--- src/rtl/buffer_pkg.sv ---
// ---------------------------------------------------------------------------
// buffer_pkg
// Shared helpers for the multi-bank accumulating buffer.
//   add_sat : width-parameterised add with carry-out and optional clamp.
//             Operands travel in MAXW-bit containers; the result is
//             {carry, sum}, where sum is clamped or wrapped to w bits.
//   ptr_inc : ring-pointer increment with wrap at n.
// ---------------------------------------------------------------------------
package buffer_pkg;

   // Widest accumulator the helpers support (OWID <= MAXW).
   localparam int unsigned MAXW = 32;

   function automatic logic [MAXW:0] add_sat(input logic [MAXW-1:0] a,
                                            input logic [MAXW-1:0] b,
                                            input int unsigned     w,
                                            input logic            sat);
      logic [MAXW:0] s;
      logic [MAXW:0] m;
      logic          carry;
      s     = {1'b0, a} + {1'b0, b};
      // Operands are below 2^w, so bit w of the wide sum is the carry out.
      carry = s[w];
      m     = ({{MAXW{1'b0}}, 1'b1} << w) - (MAXW+1)'(1);
      if (carry && sat) return {1'b1, m[MAXW-1:0]};
      return {carry, s[MAXW-1:0] & m[MAXW-1:0]};
   endfunction

   function automatic int unsigned ptr_inc(input int unsigned p,
                                           input int unsigned n);
      return (p + 1 >= n) ? 0 : p + 1;
   endfunction

endpackage

--- src/rtl/buffer_multi_bank_array_acc_bank.sv ---
// ---------------------------------------------------------------------------
// acc_bank
// One bank of DIM unsigned OWID-bit accumulators with a sticky overflow flag.
//   clk, rst_n : clock, async active-low reset
//   clr        : zero all accumulators and the overflow flag (wins over add)
//   add_en     : add inc[i] into acc[i] for every channel
//   inc        : per-channel increments (IWID bits each)
//   acc        : current accumulator contents
//   ovf        : set when any channel carried out since the last clear
// SAT != 0 clamps each channel at all-ones; SAT == 0 wraps modulo 2^OWID.
// ---------------------------------------------------------------------------
module acc_bank
   import buffer_pkg::*;
#(
   parameter int DIM  = 4,
   parameter int IWID = 1,
   parameter int OWID = 8,
   parameter int SAT  = 1
) (
   input  logic                           clk,
   input  logic                           rst_n,
   input  logic                           clr,
   input  logic                           add_en,
   input  logic [DIM-1:0][IWID-1:0]       inc,
   output logic [DIM-1:0][OWID-1:0]       acc,
   output logic                           ovf
);

   logic [DIM-1:0][OWID-1:0] acc_d, acc_q;
   logic                     ovf_d, ovf_q;
   logic [MAXW:0]            sum;

   always_comb begin
      acc_d = acc_q;
      ovf_d = ovf_q;
      sum   = '0;
      if (clr) begin
         acc_d = '0;
         ovf_d = 1'b0;
      end else if (add_en) begin
         for (int i = 0; i < DIM; i++) begin
            sum      = add_sat(MAXW'(acc_q[i]), MAXW'(inc[i]), OWID, SAT != 0);
            acc_d[i] = sum[OWID-1:0];
            if (sum[MAXW]) ovf_d = 1'b1;
         end
      end
   end

   always_ff @(posedge clk or negedge rst_n) begin
      if (!rst_n) begin
         acc_q <= '0;
         ovf_q <= 1'b0;
      end else begin
         acc_q <= acc_d;
         ovf_q <= ovf_d;
      end
   end

   assign acc = acc_q;
   assign ovf = ovf_q;

endmodule

--- src/rtl/buffer_multi_bank_array.sv ---
// ---------------------------------------------------------------------------
// buffer_multi_bank_array
// Ring of NBANK accumulating banks: bank wr_ptr accumulates, banks
// rd_ptr .. rd_ptr+full_cnt-1 are sealed and drained oldest-first.
//   clk, rst_n      : clock, async active-low reset
//   iValid, iData   : per-channel increments for the accumulating bank
//   iClear          : discard the accumulating bank (blocks a same-cycle swap)
//   iSwap           : seal the accumulating bank when oSwapReady
//   oSwapReady      : a free bank exists
//   oValid, iReady  : output handshake for the oldest sealed bank
//   oData, oOvf     : contents / overflow flag of the oldest sealed bank
// ---------------------------------------------------------------------------
module buffer_multi_bank_array
   import buffer_pkg::*;
#(
   parameter int DIM   = 4,
   parameter int IWID  = 1,
   parameter int OWID  = 8,
   parameter int NBANK = 2,
   parameter int SAT   = 1
) (
   input  logic                     clk,
   input  logic                     rst_n,
   input  logic                     iValid,
   input  logic [DIM-1:0][IWID-1:0] iData,
   input  logic                     iClear,
   input  logic                     iSwap,
   output logic                     oSwapReady,
   output logic                     oValid,
   input  logic                     iReady,
   output logic [DIM-1:0][OWID-1:0] oData,
   output logic                     oOvf
);

   localparam int PW = $clog2(NBANK);

   logic [PW-1:0] wr_d, wr_q, rd_d, rd_q, cnt_d, cnt_q;
   logic          swap_ok, drain;
   logic [NBANK-1:0] bank_clr, bank_add, bank_ovf;
   logic [NBANK-1:0][DIM-1:0][OWID-1:0] bank_acc;

   // Both flags come from registers only, so there is no iSwap->oValid or
   // iReady->oSwapReady combinational path.
   assign oSwapReady = cnt_q < PW'(NBANK-1);
   assign oValid     = cnt_q != '0;
   assign swap_ok    = iSwap & oSwapReady & ~iClear;
   assign drain      = oValid & iReady;

   always_comb begin
      wr_d  = wr_q;
      rd_d  = rd_q;
      cnt_d = cnt_q;
      if (swap_ok) wr_d = PW'(ptr_inc(32'(wr_q), NBANK));
      if (drain)   rd_d = PW'(ptr_inc(32'(rd_q), NBANK));
      case ({swap_ok, drain})
         2'b10:   cnt_d = cnt_q + PW'(1);
         2'b01:   cnt_d = cnt_q - PW'(1);
         default: cnt_d = cnt_q;
      endcase
   end

   // full_cnt never reaches NBANK, so the draining bank is never the
   // accumulating one and the two clear sources never collide.
   always_comb begin
      bank_clr = '0;
      bank_add = '0;
      for (int b = 0; b < NBANK; b++) begin
         bank_add[b] = iValid & ~iClear & (wr_q == PW'(b));
         bank_clr[b] = (iClear & (wr_q == PW'(b))) | (drain & (rd_q == PW'(b)));
      end
   end

   always_ff @(posedge clk or negedge rst_n) begin
      if (!rst_n) begin
         wr_q  <= '0;
         rd_q  <= '0;
         cnt_q <= '0;
      end else begin
         wr_q  <= wr_d;
         rd_q  <= rd_d;
         cnt_q <= cnt_d;
      end
   end

   for (genvar b = 0; b < NBANK; b++) begin : g_bank
      acc_bank #(
         .DIM  (DIM),
         .IWID (IWID),
         .OWID (OWID),
         .SAT  (SAT)
      ) u_bank (
         .clk    (clk),
         .rst_n  (rst_n),
         .clr    (bank_clr[b]),
         .add_en (bank_add[b]),
         .inc    (iData),
         .acc    (bank_acc[b]),
         .ovf    (bank_ovf[b])
      );
   end

   assign oData = bank_acc[rd_q];
   assign oOvf  = bank_ovf[rd_q];

endmodule

--- config.mk ---
export PLATFORM = sky130hd
export DESIGN_NAME = buffer_multi_bank_array
export DESIGN_NICKNAME = d
export VERILOG_FILES = /design/src/rtl/buffer_pkg.sv /design/src/rtl/buffer_multi_bank_array_acc_bank.sv /design/src/rtl/buffer_multi_bank_array.sv
export SDC_FILE = /design/constraint.sdc
export NUM_CORES = 1
export LEC_CHECK = 0
export CORE_MARGIN = 10
export CORE_UTILIZATION = 50
export DETAILED_ROUTE_END_ITERATION = 12
export GPL_TIMING_DRIVEN = 1
export HOLD_SLACK_MARGIN = 0.05
export PLACE_DENSITY = 0.72
export SYNTH_ARGS = -nofsm -noshare
export SYNTH_HDL_FRONTEND = slang
export SYNTH_SLANG_ARGS = --single-unit
--- constraint.sdc ---
create_clock -name clk -period 2.8 [get_ports clk]
set_input_delay 0.56 -clock clk [delete_from_list [all_inputs] [get_ports clk]]
set_output_delay 0.56 -clock clk [all_outputs]
set_load 0.02 [all_outputs]
==> reports/qor.csv <==
stage,metric,value,unit
floorplanning,core footprint,8217,um2
cells_and_area,final net count,545,
global_routing,first-pass GRT wire length,19.09,mm
floorplanning,Site Rows,33,
synth,"Seq/Total Area, Yosys",0.4102,
synth,mapped cell area,4209,um2
timing,max-slew violations,0,
global_routing,GRT overflow,0,
clock_network,Worst-path clk slew,0.08,ns
floorplanning,Die Ht,111.8,um
drt,DRC,0,
drt,initial DRC count,197,
global_routing,Total GRT Usage,0.1816,
placed_design,GPL Wtd Cong,0.8389,
synth,Syn Nets,498,
synth,number of synthesized register bits,69,
global_routing,largest net degree at the start of global routing,44,
critical_path,FF-to-FF Start,rd_q$_DFFE_PN0P_,
cells_and_area,ant diodes,0,
synth,top_reg_cell synth,dfrtp_1,
critical_path,Crit path max-delay family,buffers and inverters,
timing,unrepaired setup endpoints after global routing,no,
timing,worst clock skew,0.01220,ns
floorplanning,Die Footprint,12490,um2
clock_network,H-tree levels,3,
timing,Worst slew margin,0.6041,
synth,largest area contributor in the netlist,dfrtp_1,
clock_network,CTS root buf,clkbuf_8,
synth,"count leader, synth",dfrtp_1,
critical_path,r2r setup slk,0.99,ns
timing,worst-margin pin slew,0.5938,ns
synth,Synth top cells by count,"dfrtp_1, nand2_1, o21ai_1, a21oi_1",
global_routing,initial antenna violation count,0,
critical_path,"Req. time, crit path",2.24,ns
synth,Post-synth ARST share,1.000,
synth,Yosys top cell area share,0.4102,
timing,f_max,393.9,MHz
critical_path,Crit path depth,3,
clock_network,# Post-CTS Setup Buffers,0,
placed_design,Port Buffers,44,
timing,Fin. Hold Viols,0,
drt,1st-pass router iterations,5,
clock_network,Clock Path Buffers,2,
critical_path,worst reg2reg endpoint,g_bank[0].u_bank.acc[23]$_DFFE_PN0P_,
cells_and_area,Fillers,745,
hold_path,Hold Path Class,input pin to asynchronous set/reset pin,
critical_path,"Critical Path, Cell by Cell",buf_12 -> mux2_2 -> clkdlybuf4s50_1,
power,Leak Pwr,2.200,nW
power,Peak VDD IR,0.7507,mV
clock_network,CTS tree,built,
cells_and_area,"Area growth, synth to finish",19.23,%
power,Pwr per Cell Area,642.9,nW/um2
placed_design,Placed Area,4801,um2
drt,WL per Instance,17.92,um
clock_network,cts hold-fix bufs,0,
critical_path,Crit path arrival time,1.98,ns
critical_path,crit start category,flip-flop,
cells_and_area,post-route cell area,5019,um2
clock_network,clk_lat worst skew,0.35,ns
clock_network,Sink Count,69,
synth,post-synthesis cell type count,44,
synth,Syn Inst Count,471,
timing,minimum clock period,2.539,ns
run_status,status,"finished, final reports clean",
global_routing,vias in the first global route,3716,
critical_path,cells on worst reg2reg path,6,
drt,Routed WL,11.25,mm
flow_run,max-cap violations,0,
drt,Post-DRT Antenna Nets,0,
timing,period utilisation layout,0.9068,
cells_and_area,layout cells sized above 1,0.1109,
floorplanning,# IOs,45,
critical_path,CP Class,flip-flop to primary output,
clock_network,Num CTS Buffers,9,
synth,top post-synthesis cells by area,"dfrtp_1, mux2_2, ha_1, o21ai_1, a21oi_1",
timing,setup TNS,0,ns
clock_network,post_cts resized,0,
cells_and_area,register area,1727,um2
drt,via count,3839,
placed_design,DPL Wire Length,8.134,mm
critical_path,"Buf+Inv Stages, Crit Path",2,
cells_and_area,area of the multi-input gates,2283,um2
synth,"EDFF count, synth",0,
critical_path,CP max-delay cell,clkdlybuf4s50_1,
drt,DR vias/cell,6.113,
critical_path,Worst setup EP type,primary output,
synth,Avg Inst Size Synth,8.936,um2
floorplanning,die width,111.8,um
critical_path,critical path peak fanout,43,
floorplanning,effective utilization at floorplan,0.5123,
synth,synth warn,0,
timing,Final setup viols,0,
critical_path,"slowest stage delay, CP",0.56,ns
-- worst register-to-register path: cells and delay by family, from the launching register on --
| kind | cells | cell delay [ns] |
|---|---|---|
| DFF | 1 | 0.41 |
| AOI/OAI and AO/OA | 2 | 0.29 |
| and+or+nand+nor | 2 | 0.50 |
| buffers and inverters | 2 | 0.54 |
-- through the flow --
step | util | hold slack [ns] | setup slack (ns) | power [mW] | cells
3_5_place_dp | 0.5843 | 0.4783 | 0.3528 | 2.324 | 612
5_1_grt | 0.6108 | 0.2327 | 0.1801 | 3.432 | 628
3_3_place_gp | 0.5843 | 0.4723 | 0.3995 | 2.309 | 612
2_1_floorplan | - | 0.2644 | 0.8934 | 1.916 | 471
4_1_cts | 0.6108 | 0.2189 | 0.2406 | 3.242 | 628
6_report | 0.6108 | 0.2033 | 0.2610 | 3.227 | 628
-- flip-flops by register name (all words and copies together), names as in the netlist --
signal,flops
g_bank.u_bank.acc,64
oValid,1
g_bank.u_bank.ovf,2
wr_q,1
rd_q,1
-- layer usage --
metal | vias to the layer above | wire length, um | global-route usage
met5 | - | 0 | 0
met4 | 0 | 163 | 0.06170
met3 | 17 | 738 | 0.04187
met2 | 125 | 5143 | 0.2793
met1 | 1869 | 5208 | 0.2443
li1 | 1828 | - | -
-- worst max path at each step --
stage                startpoint                               end  slack (ns)
6_report       rd_q$_DFFE_PN0P_                         oData[16]        0.26
5_1_grt        rd_q$_DFFE_PN0P_                         oData[16]        0.18
4_1_cts        rd_q$_DFFE_PN0P_                         oData[16]        0.24
3_5_place_dp           iData[1]  g_bank[0].u_bank.ovf$_DFFE_PN0P_        0.35
3_3_place_gp           iData[1]  g_bank[0].u_bank.ovf$_DFFE_PN0P_        0.40
2_1_floorplan          iData[3]  g_bank[1].u_bank.ovf$_DFFE_PN0P_        0.89
-- layout make-up --
| cell class | count | share of cell area |
|---|---|---|
| sequential | 69 | 0.3441 |
| inverter | 23 | 0.01720 |
| multi-input combinational | 356 | 0.4550 |
| clock buffer | 13 | 0.02967 |
| tap | 105 | 0.02618 |
| timing repair buffer | 59 | 0.1142 |
| clock inverter | 3 | 0.01371 |
-- kinds of logic (layout without fill, tap and decap cells) --
kind of cell | count (synthesis) | in the layout | share of synthesized area
adder cells (fa/ha/maj) | 17 | 17 | 0.05053
buffers and inverters | 46 | 98 | 0.04726
XOR/XNOR | 3 | 3 | 0.006244
flip-flops | 69 | 69 | 0.4102
AND/OR/NAND/NOR | 144 | 144 | 0.1724
AO/OA/AOI/OAI | 166 | 166 | 0.2438
multiplexers | 26 | 26 | 0.06956
-- cells in the final DEF, fill, tap and decap left out, types with 3 or more instances in the layout --
cell and count:
nor3_1 3, nand4_1 9, o21ai_0 26, inv_1 23, nand3_1 22, dfrtp_1 69
o2bb2ai_1 14, buf_4 13, a31o_1 4, a31oi_1 5, nor2_1 19, clkbuf_1 3
nor2b_1 3, a22o_1 11, a21oi_1 40, ha_1 17, and3_1 19, mux2_2 26
o21ai_1 41, clkbuf_8 10, a41oi_1 5, o22a_1 3, clkdlybuf4s50_1 43, o31ai_1 8
nand2_1 51, nand2b_1 4
-- report_power, final --
| group | internal, mW | switching, mW | total (mW) |
|---|---|---|---|
| logic | 0.461 | 0.687 | 1.15 |
| registers | 1.07 | 0.0949 | 1.17 |
| clock network | 0.529 | 0.381 | 0.910 |
| total | 2.06 | 1.16 | 3.23 |
No activity file was read; power rests on OpenSTA's default activity.
